--- config.mk ---
export PLATFORM = sky130hd
export DESIGN_NAME = mem_stage
export DESIGN_NICKNAME = d
export VERILOG_FILES = /design/src/rtl/mem_stage_pkg.sv /design/src/rtl/mem_stage_byte_lane.sv /design/src/rtl/mem_stage.sv
export SDC_FILE = /design/constraint.sdc
export NUM_CORES = 1
export LEC_CHECK = 0
export CORE_ASPECT_RATIO = 0.7
export CORE_MARGIN = 2
export CORE_UTILIZATION = 40
export CTS_BUF_LIST = sky130_fd_sc_hd__clkbuf_4 sky130_fd_sc_hd__clkbuf_8 sky130_fd_sc_hd__clkbuf_16
export DETAILED_ROUTE_END_ITERATION = 7
export GPL_TIMING_DRIVEN = 1
export PLACE_DENSITY = 0.72
export SETUP_SLACK_MARGIN = 0.05
export SLEW_MARGIN = 20
export SYNTH_ARGS = -nofsm -noshare
export SYNTH_HDL_FRONTEND = slang
export SYNTH_SLANG_ARGS = --single-unit
--- constraint.sdc ---
create_clock -name clk -period 5.77 [get_ports clk]
set_clock_uncertainty 0.2 [all_clocks]
set_input_delay 1.4425 -clock clk [delete_from_list [all_inputs] [get_ports clk]]
set_output_delay 1.4425 -clock clk [all_outputs]
set_load 0.01 [all_outputs]
--- src/rtl/mem_stage_pkg.sv ---
// rtl/mem_stage_pkg.sv - shared types and byte-enable constants for the memory stage
package mem_stage_pkg;

  typedef enum logic {
    IDLE = 1'b0,
    BUSY = 1'b1
  } state_e;

  localparam logic [1:0] BE_HALF = 2'b11;
  localparam logic [1:0] BE_LO   = 2'b01;
  localparam logic [1:0] BE_HI   = 2'b10;

endpackage

--- src/rtl/mem_stage_byte_lane.sv ---
// rtl/mem_stage_byte_lane.sv - store byte replication / enables and load byte select
module mem_byte_lane
  import mem_stage_pkg::*;
(
  input  logic        byte_i,
  input  logic        lsb_i,
  input  logic [15:0] st_data_i,
  output logic [1:0]  be_o,
  output logic [15:0] wdata_o,
  input  logic        ld_byte_i,
  input  logic        ld_lsb_i,
  input  logic [15:0] rdata_i,
  output logic [15:0] ld_data_o
);

  always_comb begin
    be_o      = BE_HALF;
    wdata_o   = st_data_i;
    ld_data_o = rdata_i;
    if (byte_i) begin
      be_o    = lsb_i ? BE_HI : BE_LO;
      wdata_o = {st_data_i[7:0], st_data_i[7:0]};
    end
    if (ld_byte_i) begin
      ld_data_o = {8'h00, (ld_lsb_i ? rdata_i[15:8] : rdata_i[7:0])};
    end
  end

endmodule

--- src/rtl/mem_stage.sv ---
// rtl/mem_stage.sv - memory-access pipeline stage with req/ack data port and writeback bundle
module mem_stage
  import mem_stage_pkg::*;
#(
  parameter int TIMEOUT = 16,
  parameter int CNT_W   = 5
) (
  input  logic        clk,
  input  logic        rst,
  input  logic        valid_in,
  input  logic [15:0] alu_out_in,
  input  logic [15:0] regdata2_in,
  input  logic [3:0]  wreg_loc_in,
  input  logic        wreg_en_in,
  input  logic        mem_read_in,
  input  logic        mem_write_in,
  input  logic        byte_in,
  input  logic        flush,
  output logic        stall_out,
  output logic        dmem_req,
  output logic        dmem_we,
  output logic [14:0] dmem_addr,
  output logic [1:0]  dmem_be,
  output logic [15:0] dmem_wdata,
  input  logic        dmem_ack,
  input  logic [15:0] dmem_rdata,
  output logic        wb_valid,
  output logic [15:0] wb_data,
  output logic [3:0]  wb_loc,
  output logic        wb_en,
  output logic        err
);

  state_e      state_q, state_d;
  logic [CNT_W-1:0] cnt_q, cnt_d;
  logic        kill_q, kill_d;
  logic        req_q, req_d, we_q, we_d;
  logic [14:0] addr_q, addr_d;
  logic [1:0]  be_q, be_d;
  logic [15:0] wdata_q, wdata_d;
  logic [3:0]  loc_q, loc_d;
  logic        en_q, en_d, byte_q, byte_d, lsb_q, lsb_d;
  logic        wb_valid_q, wb_valid_d, wb_en_q, wb_en_d, err_q, err_d;
  logic [15:0] wb_data_q, wb_data_d;
  logic [3:0]  wb_loc_q, wb_loc_d;

  logic [1:0]  lane_be;
  logic [15:0] lane_wdata, lane_ld_data;
  logic        killed;

  mem_byte_lane u_lane (
    .byte_i    (byte_in),
    .lsb_i     (alu_out_in[0]),
    .st_data_i (regdata2_in),
    .be_o      (lane_be),
    .wdata_o   (lane_wdata),
    .ld_byte_i (byte_q),
    .ld_lsb_i  (lsb_q),
    .rdata_i   (dmem_rdata),
    .ld_data_o (lane_ld_data)
  );

  // A flush arriving in the ack/abort cycle itself still kills the retirement.
  assign killed = kill_q | flush;

  always_comb begin
    state_d    = state_q;
    cnt_d      = cnt_q;
    kill_d     = kill_q;
    req_d      = req_q;
    we_d       = we_q;
    addr_d     = addr_q;
    be_d       = be_q;
    wdata_d    = wdata_q;
    loc_d      = loc_q;
    en_d       = en_q;
    byte_d     = byte_q;
    lsb_d      = lsb_q;
    wb_valid_d = 1'b0;
    wb_en_d    = 1'b0;
    err_d      = 1'b0;
    wb_data_d  = wb_data_q;
    wb_loc_d   = wb_loc_q;

    case (state_q)
      IDLE: begin
        if (valid_in && !flush) begin
          if (mem_read_in && mem_write_in) begin
            wb_valid_d = 1'b1;
            wb_data_d  = 16'h0000;
            wb_loc_d   = wreg_loc_in;
            err_d      = 1'b1;
          end else if (mem_read_in || mem_write_in) begin
            state_d = BUSY;
            cnt_d   = '0;
            kill_d  = 1'b0;
            req_d   = 1'b1;
            we_d    = mem_write_in;
            addr_d  = alu_out_in[15:1];
            be_d    = lane_be;
            wdata_d = lane_wdata;
            loc_d   = wreg_loc_in;
            en_d    = wreg_en_in;
            byte_d  = byte_in;
            lsb_d   = alu_out_in[0];
            err_d   = !byte_in && alu_out_in[0];
          end else begin
            wb_valid_d = 1'b1;
            wb_data_d  = alu_out_in;
            wb_loc_d   = wreg_loc_in;
            wb_en_d    = wreg_en_in;
          end
        end
      end
      BUSY: begin
        if (flush) kill_d = 1'b1;
        if (dmem_ack) begin
          state_d    = IDLE;
          req_d      = 1'b0;
          kill_d     = 1'b0;
          wb_valid_d = !killed;
          wb_en_d    = !killed && !we_q && en_q;
          wb_data_d  = we_q ? 16'h0000 : lane_ld_data;
          wb_loc_d   = loc_q;
        end else if (cnt_q == CNT_W'(TIMEOUT - 1)) begin
          state_d    = IDLE;
          req_d      = 1'b0;
          kill_d     = 1'b0;
          wb_valid_d = !killed;
          wb_data_d  = 16'h0000;
          wb_loc_d   = loc_q;
          err_d      = 1'b1;
        end else begin
          cnt_d = cnt_q + 1'b1;
        end
      end
      default: state_d = IDLE;
    endcase
  end

  always_ff @(posedge clk or negedge rst) begin
    if (!rst) begin
      state_q    <= IDLE;
      cnt_q      <= '0;
      kill_q     <= 1'b0;
      req_q      <= 1'b0;
      we_q       <= 1'b0;
      addr_q     <= '0;
      be_q       <= '0;
      wdata_q    <= '0;
      loc_q      <= '0;
      en_q       <= 1'b0;
      byte_q     <= 1'b0;
      lsb_q      <= 1'b0;
      wb_valid_q <= 1'b0;
      wb_en_q    <= 1'b0;
      err_q      <= 1'b0;
      wb_data_q  <= '0;
      wb_loc_q   <= '0;
    end else begin
      state_q    <= state_d;
      cnt_q      <= cnt_d;
      kill_q     <= kill_d;
      req_q      <= req_d;
      we_q       <= we_d;
      addr_q     <= addr_d;
      be_q       <= be_d;
      wdata_q    <= wdata_d;
      loc_q      <= loc_d;
      en_q       <= en_d;
      byte_q     <= byte_d;
      lsb_q      <= lsb_d;
      wb_valid_q <= wb_valid_d;
      wb_en_q    <= wb_en_d;
      err_q      <= err_d;
      wb_data_q  <= wb_data_d;
      wb_loc_q   <= wb_loc_d;
    end
  end

  assign stall_out  = (state_q == BUSY);
  assign dmem_req   = req_q;
  assign dmem_we    = we_q;
  assign dmem_addr  = addr_q;
  assign dmem_be    = be_q;
  assign dmem_wdata = wdata_q;
  assign wb_valid   = wb_valid_q;
  assign wb_data    = wb_data_q;
  assign wb_loc     = wb_loc_q;
  assign wb_en      = wb_en_q;
  assign err        = err_q;

endmodule

==> flow_summary_export.csv <==
group,metric,value,unit
status,outcome,"finished clean",
final_layout,num_antenna_cells,0,
power,total_leakage_power,2.19,nW
setup_path,reg2reg_depth,4,
route,ant_nets,0,
worst_hold_path,hold_depth,2,
power,p_int,1.41,mW
synth,synth.cell_area,3470,µm²
global_routing,grt_pass1_vias,2692,
synth,yosysWarnings,0,
synth,synth_cell_type_count,38,
route,drtIter0Drc,87,
synth,synth_cells,300,
sta,worst_pin_slew,0.896,ns
setup_path,cp-start-kind,"input port",
cts,cts_setup_buffers,0,
sta,rsz0062_at_grt,"no",
setup_path,critPathArrivalTime,4.06,ns
sta,max_freq,247,MHz
sta,finalHoldViolCount,0,
route,via_count,2794,
floorplanning,num_rows,28,
power,combPwrFrac,30.8,%
global_routing,grt_start_max_net_pins,73,
placed_design,place_hpwl,6.46,mm
route,routed_wl,9.29,mm
final_layout,nets,477,
cts,max-clock-path-buffers,2,
final_layout,synthToLayoutAreaGrowth,45.1,%
synth,syn_nets,366,
synth,seq_area_frac_synth,51.9,%
placed_design,place_congestion,0.811,
setup_path,crit_fanout,23,
synth,synth_area_per_cell,11.6,µm²
power,clkPwrFrac,31.2,%
cts,clk_latency,0.33,ns
final_layout,post-route-util,59.7,%
synth,synth_area_leaders,"dfrtp_1 52%, mux2_4 13%, o21ai_0 5.0%",
placed_design,dp.cells,520,
setup_path,worstSetupEndpointType,"flip-flop",
sta,slew_viol_final,0,
final_layout,drive_gt1_share,13.9,%
setup_path,critPathKind,"input port to flip-flop",
cts,clkSlewWorstSetupHoldPaths,0.05,ns
power,power.net_switching,0.549,mW
cts,clock-root-buffer,"clkbuf_16",
route,drtPass1Iterations,4,
floorplanning,design.core.area,8440,µm²
cts,post_cts_resized,0,
global_routing,grt_pass1_wl,14.5,mm
power,sw_frac_of_total,28.0,%
sta,setup_viol,0,
global_routing,grt_use_total,20.2,%
power,seq_power_share,38.0,%
placed_design,placement.io_buffers,119,
route,drc_errors,0,
global_routing,overflow,0,
floorplanning,initial_core_util,41.2,%
synth,synth_top_cell_by_area,"dfrtp_1",
cts,cts_hold_buffers,0,
sta,max-slew-margin-rel,40.3,%
floorplanning,die_w,115,µm
route,vias_per_cell,5.21,
cts,numCtsBuffers,9,
synth,synth_top_area_share,51.9,%
floorplanning,die-area,9460,µm²
worst_hold_path,min_path_type,"flip-flop to flip-flop",
sta,post-route-min-period,4.05,ns
cts,clock_sinks,72,
global_routing,antenna_found_initial,0,
sta,fin_tns_setup,0,ns
power,powerDensity,389,nW/µm²
route,wire_per_inst,17.3,µm
final_layout,final_cells,536,
cts,cts_tree,"done",
power,ir_drop,185,µV
synth,synth_seq_cells,72,
sta,whs,0.295,ns
sta,fin_crit_sh,70.2,%
floorplanning,ios,120,
cts,htreeDepth,3,
floorplanning,fp.dieH,82.0,µm
run,cap_violations,0,
setup_path,critPathRequiredTime,5.78,ns
-- worst paths after layout --
path | from | slack (ns) | to
setup / recovery | mem_read_in | 1.72 | loc_q[1]
hold / removal | en_q | 0.29 | wb_en
setup reg to reg | stall_out | 2.79 | en_q
hold reg to reg | en_q | 0.29 | wb_en
max in group asynchronous | rst | 3.75 | wb_data[0]
min in group asynchronous | rst | 1.02 | dmem_addr[1]
-- final cells by class --
class,instances,area (µm²)
Tap cell,120,150
Clock inverter,5,86.3
Fill cell,699,3400
Clock buffer,11,246
Inverter,7,26.3
Multi-Input combinational cell,199,1520
Sequential cell,72,1800
Timing Repair Buffer,122,1210
-- cells by family (layout without fill, tap and decap cells) --
family                   after synthesis  in the layout  share of synthesized area, %
AND/OR/NAND/NOR                       64             64                          9.98
flip-flops                            72             72                          51.9
adder cells (fa/ha/maj)                5              5                          1.80
multiplexers                          47             47                          17.8
buffers and inverters                 29            145                          4.68
AO/OA/AOI/OAI                         83             83                          13.9
-- layout by cell type (no fill, tap or decap), types with 2 or more instances in the layout --
cell,count
nor2_1,3
ha_1,5
inv_1,7
mux2_4,29
dfrtp_1,72
and3_1,9
mux2_2,3
a31oi_1,8
clkbuf_16,9
or2_2,3
bufinv_16,2
nor3_1,20
o21ai_0,35
clkdlybuf4s50_1,118
nand3b_1,2
a211oi_1,2
nand3_1,2
nand2_1,14
o21bai_1,2
a21boi_0,8
a21oi_1,17
inv_6,2
buf_4,4
a22oi_1,8
nor2b_1,2
mux2i_1,15
-- synthesized netlist by cell type --
library cell / count
dfrtp_1: 72
o21ai_0: 35
mux2_4: 29
nor3_1: 20
a21oi_1: 17
clkbuf_1: 16
mux2i_1: 15
nand2_1: 14
and3_1: 9
a21boi_0: 8
a22oi_1: 8
a31oi_1: 8
inv_1: 7
ha_1: 5
nor2_1: 4
mux2_2: 3
a211oi_1: 2
buf_12: 2
buf_2: 2
nand3_1: 2
nand3b_1: 2
nor2b_1: 2
o21bai_1: 2
or2_2: 2
and3b_1: 1
buf_6: 1
buf_8: 1
nand2b_1: 1
nand4_1: 1
nor3b_1: 1
nor4b_1: 1
nor4bb_1: 1
o211ai_1: 1
o21a_1: 1
o22ai_1: 1
or2_1: 1
or3b_1: 1
or4b_2: 1
-- through the flow --
stage / setup slack (ns) / power (mW) / area (µm²)
2_1_floorplan: 2.49 / 1.01 / 3470
3_3_place_gp: 1.43 / 1.34 / 4710
3_5_place_dp: 1.37 / 1.36 / 4710
4_1_cts: 1.72 / 1.98 / 5040
5_1_grt: 1.59 / 2.07 / 5040
6_report: 1.72 / 1.96 / 5040
-- worst max-delay path, stage by stage --
cell and delay, ns:
clkdlybuf4s50_1 0.48, inv_1 0.05, ha_1 0.22, or3b_1 0.58
or2_2 0.57, buf_4 0.36, mux2_4 0.34
-- power by group through the flow --
stage | registers [mW] | clock network, mW | logic (mW)
floorplan | 0.778 | 0 | 0.236
global placement | 0.746 | 0 | 0.594
detailed placement | 0.751 | 0 | 0.607
CTS | 0.746 | 0.624 | 0.611
global route | 0.765 | 0.652 | 0.652
finish | 0.746 | 0.613 | 0.603
-- registers in the layout, indices dropped and copies added (netlist names), 2 cells and up --
| register | count |
|---|---|
| dmem_wdata | 16 |
| wb_data | 16 |
| dmem_addr | 15 |
| cnt_q | 5 |
| loc_q | 4 |
| wb_loc | 4 |
| dmem_be | 2 |
-- routing by layer --
layer  vias up  GRT usage, %  wire length (µm)
li1       1318             -                 -
met1      1381          28.6              4500
met2        90          30.8              4190
met3         5          5.61               532
met4         0          4.82                65
met5         -             0                 0
Note: power is estimated with default switching activity, not from simulation.
